## config.mk

```make
export PLATFORM = sky130hd
export DESIGN_NAME = lcd_read_port
export DESIGN_NICKNAME = d
export VERILOG_FILES = /design/src/rtl/lcd_pkg.sv /design/src/rtl/lcd_delay_counter.sv /design/src/rtl/lcd_read_port.sv
export SDC_FILE = /design/constraint.sdc
export NUM_CORES = 1
export LEC_CHECK = 0
export CORE_MARGIN = 4
export CORE_UTILIZATION = 53
export CTS_BUF_LIST = sky130_fd_sc_hd__clkbuf_2 sky130_fd_sc_hd__clkbuf_4 sky130_fd_sc_hd__clkbuf_8
export CTS_CLUSTER_SIZE = 25
export DETAILED_ROUTE_END_ITERATION = 16
export DONT_BUFFER_PORTS = 1
export PLACE_DENSITY = 0.76
export SLEW_MARGIN = 20
export SYNTH_ARGS = -nofsm -noshare
export SYNTH_HDL_FRONTEND = slang
export SYNTH_SLANG_ARGS = --single-unit
export TNS_END_PERCENT = 30
```

## constraint.sdc

```tcl
create_clock -name Clock -period 2.7 [get_ports Clock]
set_input_delay 0.54 -clock Clock [delete_from_list [all_inputs] [get_ports Clock]]
set_output_delay 0.54 -clock Clock [all_outputs]
set_load 0.02 [all_outputs]
```

## src/rtl/lcd_pkg.sv

```systemverilog
// rtl/lcd_pkg.sv - shared LCD bus encodings and timing defaults
// Holds the read-engine state encoding, the timing set shared with the
// LCD write controller (50 MHz clock), and the LCD_RS register-select codes.
package lcd_pkg;

  typedef enum logic [2:0] {
    ST_IDLE   = 3'd0,
    ST_SETUP  = 3'd1,
    ST_E_HI_H = 3'd2,
    ST_GAP    = 3'd3,
    ST_E_HI_L = 3'd4,
    ST_HOLD   = 3'd5,
    ST_DONE   = 3'd6
  } rd_state_t;

  localparam int LCD_SETUP_CYCLES  = 4;
  localparam int LCD_E_HIGH_CYCLES = 12;
  localparam int LCD_GAP_CYCLES    = 50;
  localparam int LCD_MAX_POLLS     = 1024;

  // Width of the shared delay counter; covers every timing constant above.
  localparam int LCD_CNT_W = 16;

  localparam logic RS_CMD  = 1'b0;
  localparam logic RS_DATA = 1'b1;

endpackage

```

## src/rtl/lcd_delay_counter.sv

```systemverilog
// rtl/lcd_delay_counter.sv - loadable down-counter with terminal-count flag
// Ports: clk, rst (sync, active-high), load/load_value (reload, wins over
// counting), tc (count is zero). Counting stops at zero.
module lcd_delay_counter #(
  parameter int WIDTH = 16
) (
  input  logic             clk,
  input  logic             rst,
  input  logic             load,
  input  logic [WIDTH-1:0] load_value,
  output logic             tc
);

  logic [WIDTH-1:0] count;

  always_ff @(posedge clk) begin
    if (rst) begin
      count <= '0;
    end else if (load) begin
      count <= load_value;
    end else if (count != '0) begin
      count <= count - 1'b1;
    end
  end

  assign tc = (count == '0);

endmodule

```

## src/rtl/lcd_read_port.sv

```systemverilog
// rtl/lcd_read_port.sv - 4-bit HD44780 read engine (two E strobes per byte)
// Ports: Clock, Reset (sync, active-high); iStart/iRS/iPoll request inputs;
// SF_DATA_IN LCD data bus; oReady/oDone/oData/oTimeout results;
// oBusRequest (FPGA bus drivers must tri-state); LCD_E/LCD_RS/LCD_RW pins.
// Optional feature macro: LCD_BUSY_POLL_EN (busy-flag polling loop).
module lcd_read_port
  import lcd_pkg::*;
#(
  parameter int SETUP_CYCLES  = LCD_SETUP_CYCLES,
  parameter int E_HIGH_CYCLES = LCD_E_HIGH_CYCLES,
  parameter int GAP_CYCLES    = LCD_GAP_CYCLES,
  parameter int MAX_POLLS     = LCD_MAX_POLLS
) (
  input  logic       Clock,
  input  logic       Reset,
  input  logic       iStart,
  input  logic       iRS,
  input  logic       iPoll,
  input  logic [3:0] SF_DATA_IN,
  output logic       oReady,
  output logic       oDone,
  output logic [7:0] oData,
  output logic       oTimeout,
  output logic       oBusRequest,
  output logic       LCD_E,
  output logic       LCD_RS,
  output logic       LCD_RW
);

  localparam int CW = LCD_CNT_W;

  rd_state_t       state;
  logic            cnt_load;
  logic [CW-1:0]   cnt_value;
  logic            cnt_tc;
  logic            hi_nibble_done;  // selects which E pulse follows GAP
  logic            start_rs;
  logic            poll_again;

  lcd_delay_counter #(.WIDTH(CW)) u_delay (
    .clk        (Clock),
    .rst        (Reset),
    .load       (cnt_load),
    .load_value (cnt_value),
    .tc         (cnt_tc)
  );

`ifdef LCD_BUSY_POLL_EN
  localparam int PW = $clog2(MAX_POLLS + 1);
  logic [PW-1:0] poll_cnt;
  logic          poll_q;
  logic          timeout_q;

  assign start_rs   = iPoll ? RS_CMD : iRS;
  // Only a transaction started as a poll loops on the busy flag.
  assign poll_again = poll_q && oData[7] && (poll_cnt < PW'(MAX_POLLS - 1));
  assign oTimeout   = timeout_q;

  always_ff @(posedge Clock) begin
    if (Reset) begin
      poll_q    <= 1'b0;
      poll_cnt  <= '0;
      timeout_q <= 1'b0;
    end else begin
      if (state == ST_IDLE && iStart) begin
        poll_q   <= iPoll;
        poll_cnt <= '0;
      end else if (state == ST_HOLD && cnt_tc && poll_again) begin
        poll_cnt <= poll_cnt + 1'b1;
      end
      if (state == ST_HOLD && cnt_tc) begin
        timeout_q <= poll_q && oData[7] && !poll_again;
      end else if (state == ST_DONE) begin
        timeout_q <= 1'b0;
      end
    end
  end
`else
  logic unused_poll;
  assign unused_poll = iPoll | (MAX_POLLS == 0);
  assign start_rs    = iRS;
  assign poll_again  = 1'b0;
  assign oTimeout    = 1'b0;
`endif

  // The counter is reloaded on the same edge that enters the next state,
  // so the reload value is the duration of the state being entered, minus 1.
  always_comb begin
    cnt_load  = 1'b0;
    cnt_value = '0;
    case (state)
      ST_IDLE: begin
        cnt_load  = iStart;
        cnt_value = CW'(SETUP_CYCLES - 1);
      end
      ST_SETUP: begin
        cnt_load  = cnt_tc;
        cnt_value = CW'(E_HIGH_CYCLES - 1);
      end
      ST_E_HI_H: begin
        cnt_load  = cnt_tc;
        cnt_value = CW'(GAP_CYCLES - 1);
      end
      ST_GAP: begin
        cnt_load  = cnt_tc;
        cnt_value = CW'(E_HIGH_CYCLES - 1);
      end
      ST_E_HI_L: begin
        cnt_load  = cnt_tc;
        cnt_value = CW'(SETUP_CYCLES - 1);
      end
      ST_HOLD: begin
        cnt_load  = cnt_tc;
        cnt_value = CW'(GAP_CYCLES - 1);
      end
      default: ;
    endcase
  end

  always_ff @(posedge Clock) begin
    if (Reset) begin
      state          <= ST_IDLE;
      LCD_E          <= 1'b0;
      LCD_RW         <= 1'b0;
      LCD_RS         <= RS_CMD;
      oBusRequest    <= 1'b0;
      oDone          <= 1'b0;
      oReady         <= 1'b1;
      oData          <= 8'h00;
      hi_nibble_done <= 1'b0;
    end else begin
      case (state)
        ST_IDLE: begin
          if (iStart) begin
            state          <= ST_SETUP;
            oReady         <= 1'b0;
            LCD_RW         <= 1'b1;
            LCD_RS         <= start_rs;
            oBusRequest    <= 1'b1;
            hi_nibble_done <= 1'b0;
          end
        end
        ST_SETUP: begin
          if (cnt_tc) begin
            state <= ST_E_HI_H;
            LCD_E <= 1'b1;
          end
        end
        ST_E_HI_H: begin
          if (cnt_tc) begin
            state          <= ST_GAP;
            LCD_E          <= 1'b0;
            oData[7:4]     <= SF_DATA_IN;
            hi_nibble_done <= 1'b1;
          end
        end
        ST_GAP: begin
          if (cnt_tc) begin
            state <= hi_nibble_done ? ST_E_HI_L : ST_E_HI_H;
            LCD_E <= 1'b1;
          end
        end
        ST_E_HI_L: begin
          if (cnt_tc) begin
            state          <= ST_HOLD;
            LCD_E          <= 1'b0;
            oData[3:0]     <= SF_DATA_IN;
            hi_nibble_done <= 1'b0;
          end
        end
        ST_HOLD: begin
          if (cnt_tc) begin
            if (poll_again) begin
              // Re-read status without dropping RW; GAP gives the E-low time.
              state <= ST_GAP;
            end else begin
              state       <= ST_DONE;
              LCD_RW      <= 1'b0;
              oBusRequest <= 1'b0;
              oDone       <= 1'b1;
            end
          end
        end
        ST_DONE: begin
          state  <= ST_IDLE;
          oDone  <= 1'b0;
          oReady <= 1'b1;
        end
        default: state <= ST_IDLE;
      endcase
    end
  end

endmodule

```

Word-level counts from Yosys, hierarchy flattened

Index checks and enable logic that the tools add are counted.

Add/sub/neg operators: 1
Multipliers: 0
Divide/modulo/power cells: 0
$lt $le $gt $ge: 0
Equality and inequality tests: 14
Shift operators: 0
Muxes and demuxes: 21
Bitwise logic cells: 0
Reduce and logical (&&, ||, !) cells: 23

Operator list:

| cell                                                                    | count |
|---|---|
| 16-bit 2-to-1 mux                                                       | 2 |
| 3-bit 2-to-1 mux                                                        | 7 |
| 3-bit one-hot mux with 6 select lines                                   | 1 |
| 6-bit one-hot mux with 3 select lines                                   | 1 |
| 16-bit zero test                                                        | 1 |
| 16-bit nonzero test                                                     | 1 |
| 16-bit by 1-bit subtractor with 16-bit output, second input constant    | 1 |
| 2-bit inequality test, second input constant                            | 6 |
| 1-bit one-hot mux with 2 select lines                                   | 5 |
| 2-bit AND reduction                                                     | 5 |
| 2-bit nonzero test                                                      | 5 |
| 3-bit == test, second input constant                                    | 3 |
| 2-bit OR reduction                                                      | 4 |
| 3-bit by 2-bit == test with 1-bit output, second input constant         | 2 |
| 3-bit AND reduction                                                     | 2 |
| 6-bit AND reduction                                                     | 1 |
| 5-bit OR reduction                                                      | 1 |
| 1-bit 2-to-1 mux                                                        | 4 |
| 2-bit by 1-bit inequality test with 1-bit output, second input constant | 2 |
| 4-bit AND reduction                                                     | 1 |
| 3-bit by 1-bit == test with 1-bit output, second input constant         | 1 |
| 3-bit zero test                                                         | 1 |
| 1-bit one-hot mux with 3 select lines                                   | 1 |
| 3-bit nonzero test                                                      | 1 |

Bits in registers: 33
Latch bits: 0
RAM bits: 0
ROM bits: 0
Input port bits: 9
Output and inout bits: 15
Logic and storage cells: 69
Memories kept: 0

Depth between registers and ports, before layout

Gate-level depths: netlist of the first run.

Depth in word-level cells: 4
Mapped depth: 8
Depth with buffers taken out: 7

Cells and area by module

From an unflattened synthesis of the first run, not the netlist that was laid out.

Cells, all modules: 204
Area, all modules: 1,766.7 µm²

Modules (own cells, without submodules):

| module            | instances | cells each | area an instance (µm²) |
|---|---|---|---|
| lcd_delay_counter | 1         | 116        | 964.7 |
| lcd_read_port     | 1         | 88         | 802.0 |

Least setup slack after synthesis of the first run

Ideal clock, no wire load.

Path type: flip-flop to flip-flop
Start: register u_delay.count[0]
End: register u_delay.count[0]
Arrival: 1,985 ps
Required time: 2,630 ps
Slack: 645 ps
Cell stages (with the launch flop): 9
Buffers on the path: 1
Cells stage by stage: dfxtp_1 -> inv_1 -> ha_1 -> or4b_4 -> nor3_4 -> and2_1 -> buf_4 -> mux2_2 -> a21oi_1

Word-level cells in the longest chain between the ends: 3
Elaborated cells between the ends (all ways): 7
Those cells by class: add/sub (1); mux (3); reduce/logical (3)

RTL lines:

| element                                                                           | line                                             | source |
|---|---|---|
| from (decl)                                                                       | lcd_delay_counter.sv:14                          | `logic [WIDTH-1:0] count;` |
| from (signal assigned)                                                            | lcd_delay_counter.sv:20                          | `count <= load_value;` |
| from (signal assigned)                                                            | lcd_delay_counter.sv:22                          | `count <= count - 1'b1;` |
| 16-bit by 1-bit subtractor with 16-bit output or 16-bit zero test (tied branches) | lcd_delay_counter.sv:22, lcd_delay_counter.sv:26 |  |
| 16-bit 2-to-1 mux or 1-bit one-hot mux with 2 select lines (tied branches)        | lcd_delay_counter.sv:21, lcd_read_port.sv:91     |  |
| 16-bit 2-to-1 mux or 2-bit nonzero test (tied branches)                           | n/a                                              |  |

Several ways; a longest one is shown, not always the timed one. The select of a mux whose other input is x is not followed.
A chain may end at the register's enable or synchronous reset.

Final worst setup path of the first run

Start: register u_delay.count[1]
End: register oData[1]

Word-level cells in the longest chain between the ends: 2

RTL lines:

| element                       | line                    | source |
|---|---|---|
| 16-bit zero test              | lcd_delay_counter.sv:26 | `assign tc = (count == '0);` |
| 2-bit AND reduction (no line) | n/a                     |  |
| to (signal assigned)          | lcd_read_port.sv:129    | `oData <= 8'h00;` |
| to (signal assigned)          | lcd_read_port.sv:167    | `oData[3:0] <= SF_DATA_IN;` |
| to (decl)                     | lcd_read_port.sv:22     | `output logic [7:0] oData,` |

Every way passes these cells.

==> impl_metrics.toml, run 1 <==
[yosys]
synth_simple_gate_area_share_pct = 30.83
yosys_register_bits = 33
synth_cell_types = 50
synth.area.top_cells = "dfxtp_1 39%, nor2_1 6.7%, a21oi_1 5.3%"
synth_top_family_by_area = "simple AND/OR/NAND/NOR gates"
synth.area.mux_share_pct = 6.018
synth_seq_area_share_pct = 39.23
syn_avg_cell_area_um2 = 8.726
synth.net_count = 204
synth-xor-area-share_pct = 5.201
yosysTopAreaCellShare_pct = 39.23
synth_compound_area_share_pct = 12.48
dominantRegCellSynth = "dfxtp_1"
ys_async_sr_fraction_pct = 0
yosys.area_share.adder_pct = 1.486
synth_area_um2 = 1684
synth_edf_count = 0
synth_warnings = 0
synth_top_area_cell = "dfxtp_1"
syn_inst = 193

[floorplanning]
core_area_um2 = 3053
die_area_um2 = 4144
io_pins = 24
row_count = 20
die_x_um = 64.37
dieHeight_um = 64.37
start_util_pct = 55.16

[final_layout]
instances_no_fill = 236
nets = 202
fin_area_um2 = 1785
synthToLayoutAreaGrowth_pct = 6.018
drive_gt1_share_pct = 11.98
diodes = 0
nFillCells = 267

[clocking]
clk_latency_ns = 0.34
cts_tree = "done"
cts_made_buffers = 5
cts_root_buf = "clkbuf_4"
hold_buffers = 0
cts.repair.resized = 0
clk_pin_slew_worst_paths_ns = 0.11
clockBufferDepth = 2
post-cts-setup-buffer-count = 0
htree_num_levels = 2
cts.sinks = 33

[detailed_routing]
drc = 0
routed.top_layer = "met4"
vias = 1356
drt-total-wl_um = 3442
dr_wl_met2_um = 1785
ant_nets = 0
wl_met3_um = 178
post_drt_wl_per_cell_um = 14.58
vias_per_cell = 5.746
drt_first_pass_iters = 4
met1_length_um = 1446
dr.first_iter.drc_count = 30

[setup_path]
worst_ep_arrival_time_ns = 2.46
critPathMaxFanout = 8
cp-end-kind = "flop"
cp_slowest_cell = "or4b_4"
startpoint_type = "flop"
crit_type = "flop to flop"
required_ns = 2.94
critPathMaxStageDelay_ns = 0.50
cp_cell_sequence = "inv_1 > ha_1 > or4b_4 > nand3b_4 > nor4b_4 > mux2i_1 > nor2_1"

[power_and_ir_drop]
power_density_nw_per_um2 = 1401
p_leak_uw = 0.0006483
total_power_uw = 2502
vdd_ir_drop_max_mv = 0.6493

[timing]
max_freq_mhz = 451.3
finalCritPeriodShare_pct = 82.07
worst_pin_slew_ns = 0.5812
slew_headroom_pct = 60.90
fin_crit_ns = 2.216
setup_tns_ns = 0
worst_clock_skew_ns = 0.01547
hold_viol = 0
setup_viol_count_final = 0
grt_setup_unrepaired = "false"
final_max_slew_viol_count = 0
post-route-worst-setup-slack_ns = 0.4842

[placement]
dpl_worst_slack_ns = 0.5356
post_dp_cell_area_um2 = 1697
dpl.hpwl_um = 2459
gp_congestion = 0.8546
dp.cells = 228
io_buffers = 0

[global_route]
antenna_found_initial = 0
track_usage_pct = 17.89
grt_max_degree = 21
first_global_vias = 1302
grt-ovfl-total = 0
grt_first_pass_wirelength_um = 5830

[flow_run]
maxCapViolCount = 0

[worst_hold_path]
hp-class = "primary input to flop"

[status]
status = "completed"
## critical path, delay by kind of cell, from the launching register on
kind | cells | cell delay (ns)
fa+ha+maj | 1 | 0.14
buf+inv | 1 | 0.10
flops | 1 | 0.37
mux | 1 | 0.25
simple gates | 4 | 1.24
## cell usage after synthesis, drive strengths merged (2+ instances only)
master and number:
dfxtp 33, nor2 30, a21oi 18, nand2 11, mux2i 9, nand3 8, clkbuf 7, o21ai 7
nor3 6, xor2 6, buf 5, nand3b 4, nor2b 4, xnor2 4, inv 3, nor4 3
or4 3, a311oi 2, ha 2, nand2b 2, nand4b 2, nor3b 2, nor4b 2, o31ai 2
or3 2, or4b 2
## where the power goes
group / leakage [uW] / total [uW] / internal, uW / switching [uW]
logic: 0.000335 / 1300 / 567 / 735
clock network: 0.0000445 / 394 / 220 / 174
registers: 0.000269 / 806 / 615 / 191
total: 0.000648 / 2500 / 1400 / 1100
## per-stage QoR
step                      hold slack, ns  util, %
final                             0.2484    58.48
after floorplan                   0.4809        -
after CTS                         0.2375    58.48
after detailed placement          0.5224    55.57
after global routing              0.2281    58.48
after global placement            0.5074    55.57
## final cells by class
type / instances / area, um2 / area share [%]
inverter: 3 / 11.26 / 0.6307
clock inverter: 2 / 37.54 / 2.102
sequential: 33 / 660.6 / 37.00
tap: 44 / 55.05 / 3.083
clock buffer: 6 / 51.30 / 2.873
timing repair buffer: 3 / 22.52 / 1.261
multi-input combinational: 145 / 947.2 / 53.05
## metal layers
layer	global-route usage, %	vias to the layer above
met5	0	-
met4	7.652	0
met3	4.745	4
met2	31.19	37
met1	20.41	644
li1	-	671
## path summary, 6_finish.rpt
path | to | cells after the start | slack [ns] | from
min reg2reg | u_delay.count[11] | 2 | 0.54 | u_delay.count[11]
max reg2reg | oData[1] | 7 | 0.48 | u_delay.count[1]
max | oData[1] | 7 | 0.48 | u_delay.count[1]
min | LCD_E | 1 | 0.25 | Reset
## cell families after synthesis
kind of cell | Yosys count
AND/OR/NAND/NOR | 86
other | 1
multiplexers | 10
adder cells (fa/ha/maj) | 2
XOR/XNOR | 10
AO/OA/AOI/OAI | 36
flip-flops | 33
buffers and inverters | 15
## registers in the layout, summed over array words and instances (netlist names)
register and count:
u_delay.count 16, state 3, oData 8, LCD_E 1
LCD_RS 1, LCD_RW 1, oReady 1, oDone 1
hi_nibble_done 1
## cells in the final DEF, fill, tap and decap left out, types with 2 or more instances in the layout
cell,count
dfxtp_1,33
nor2_1,30
a21oi_1,18
nand2_1,11
mux2i_1,9
nand3_1,8
o21ai_0,7
xor2_1,6
clkbuf_4,5
nor3_1,4
nor2b_1,4
xnor2_1,4
inv_1,3
nand3b_1,3
buf_4,3
nor4_1,2
or3_1,2
nor3b_1,2
nand4b_1,2
a311oi_1,2
or4_1,2
o31ai_1,2
ha_1,2
No activity file was read; power rests on OpenSTA's default activity.
==> inputs of run 2 (changes only) <==
--- a/config.mk
+++ b/config.mk
@@ -11,7 +11,7 @@
 export CTS_CLUSTER_SIZE = 25
 export DETAILED_ROUTE_END_ITERATION = 16
 export DONT_BUFFER_PORTS = 1
-export PLACE_DENSITY = 0.76
+export PLACE_DENSITY = 0.79
 export SLEW_MARGIN = 20
 export SYNTH_ARGS = -nofsm -noshare
 export SYNTH_HDL_FRONTEND = slang
==> constraint.sdc (replaced) <==
create_clock -name Clock -period 1.95 [get_ports Clock]
set_input_delay 0.39 -clock Clock [delete_from_list [all_inputs] [get_ports Clock]]
set_output_delay 0.39 -clock Clock [all_outputs]
set_load 0.02 [all_outputs]
==> run 2 against run 1 <==
The flow now finishes with violations (negative setup slack); die area unchanged; worst setup slack got worse by 0.58 ns; global-route usage increased by 3.5 points; routed wire length up 19%; largest cell class unchanged.
==> impl_metrics.toml, run 2 (synthesis results as in run 1) <==
[status]
status = "complete, but fails checks"
violations = "negative setup slack"

[final_layout]
nFillCells = 240
synthToLayoutAreaGrowth_pct = 21.25
nets = 226
instances_no_fill = 260
diodes = 0
drive_gt1_share_pct = 28.70
top_regs = "u_delay.count (16), oData (8), state (3)"
final_common_cell = "dfxtp_1"
regArea_um2 = 663.1
final_cell_mix = "31 x dfxtp_1, 30 x nor2_1, 26 x buf_4"
multi_input_area_um2 = 1008
largest-register = "u_delay.count"
largest_reg_flops = 16

[setup_path]
crit_type = "flop to flop"
worst_ep_arrival_time_ns = 2.28
startpoint_type = "flop"
cp-end-kind = "flop"
critPathMaxFanout = 4
required_ns = 2.19

[power_and_ir_drop]
p_leak_uw = 0.0007916
power_density_nw_per_um2 = 2027
vdd_ir_drop_max_mv = 1.206

[global_route]
grt_max_degree = 21
antenna_found_initial = 0
grt_first_pass_wirelength_um = 6886
track_usage_pct = 21.35
grt-ovfl-total = 0
first_global_vias = 1493

[clocking]
cts_root_buf = "clkbuf_4"
htree_num_levels = 2
clockBufferDepth = 2
cts.sinks = 33
cts_tree = "done"
clk_pin_slew_worst_paths_ns = 0.10
clk_latency_ns = 0.34
hold_buffers = 0
cts_made_buffers = 5

[placement]
dpl_worst_slack_ns = -0.06928
io_buffers = 0
dp.cells = 249
dpl.hpwl_um = 2788
gp_congestion = 0.9077

[timing]
setup_viol_count_final = 7
finalCritPeriodShare_pct = 104.8
worst_clock_skew_ns = 0.006720
final_max_slew_viol_count = 0
worst_pin_slew_ns = 0.4845
post-route-worst-setup-slack_ns = -0.09396
slew_headroom_pct = 67.36
hold_viol = 0
max_freq_mhz = 489.2
grt_setup_unrepaired = "true"
fin_crit_ns = 2.044

[detailed_routing]
drc = 0
ant_nets = 0
dr.first_iter.drc_count = 59
post_drt_wl_per_cell_um = 15.73
vias = 1502
vias_per_cell = 5.777
drt_first_pass_iters = 4
drt-total-wl_um = 4089

[floorplanning]
io_pins = 24
dieHeight_um = 64.37
die_x_um = 64.37
start_util_pct = 55.16
die_area_um2 = 4144
core_area_um2 = 3053
row_count = 20

[worst_hold_path]
hp-class = "primary input to flop"

[flow_run]
maxCapViolCount = 0
==> run 2: cell types whose count changed in the layout (fill, tap and decap cells not counted), sizes merged <==
cell / change
buf: +24
clkbuf: +1
clkinvlp: -1
==> run 2: layer usage <==
layer / global-route usage (%) / vias up / share of wire, %
met1: 23.56 / 713 / 42
met4: 8.707 / 0 / 2.4
met3: 7.557 / 10 / 5.6
met5: 0 / - / 0
met2: 36.98 / 57 / 50
li1: - / 722 / -
==> run 2: path summary, 6_finish.rpt <==
check | start | to | slack, ns | depth (start not counted)
max | u_delay.count[1] | oData[2] | -0.09 | 8
min | Reset | u_delay.count[0] | 0.1 | 1
max reg2reg | u_delay.count[1] | oData[2] | -0.09 | 8
min reg2reg | hi_nibble_done | hi_nibble_done | 0.55 | 2
==> run 2: report_power, final <==
| group | leakage, uW | internal [uW] | total [uW] | switching [uW] |
|---|---|---|---|---|
| Clock | 0.0000489 | 320 | 556 | 236 |
| Combinational | 0.000473 | 1190 | 2520 | 1320 |
| Sequential | 0.000270 | 855 | 1070 | 210 |
==> run 2: through the flow <==
step	area [um2]	hold slack (ns)	setup TNS, ns	util [%]	total power [uW]
after floorplan	1694	0.4809	0	-	2591
after global placement	1873	0.4560	0	61.35	3209
after detailed placement	1873	0.4563	-0.2032	61.35	3320
after CTS	2011	0.09414	-0.3115	65.86	3997
after global routing	2042	0.07163	-1.464	66.89	4430
final	2042	0.09928	-0.3574	66.89	4138
==> run 2: cell type report <==
type | count | share of cell area, %
clock buffers | 7 | 2.880
clock inverters | 1 | 1.471
inverters | 3 | 0.5515
multi-input cells | 145 | 49.39
flip-flops and latches | 33 | 32.48
well taps | 44 | 2.696
repair buffers | 27 | 10.54
==> run 2: what timing repair did <==
item	in CTS	in global routing
gates resized for setup	5	9
setup endpoints to repair	9	26
setup buffers	3	0
cloned	0	0
pin swaps	0	1
==> run 2: critical path, cell delays in order (launching register included) <==
cell and delay (ns):
dfxtp_2 0.34, inv_2 0.08, ha_4 0.13, or4b_4 0.49
nand3b_4 0.23, nor4b_4 0.25, buf_4 0.19, mux2i_1 0.19
nor2_1 0.05
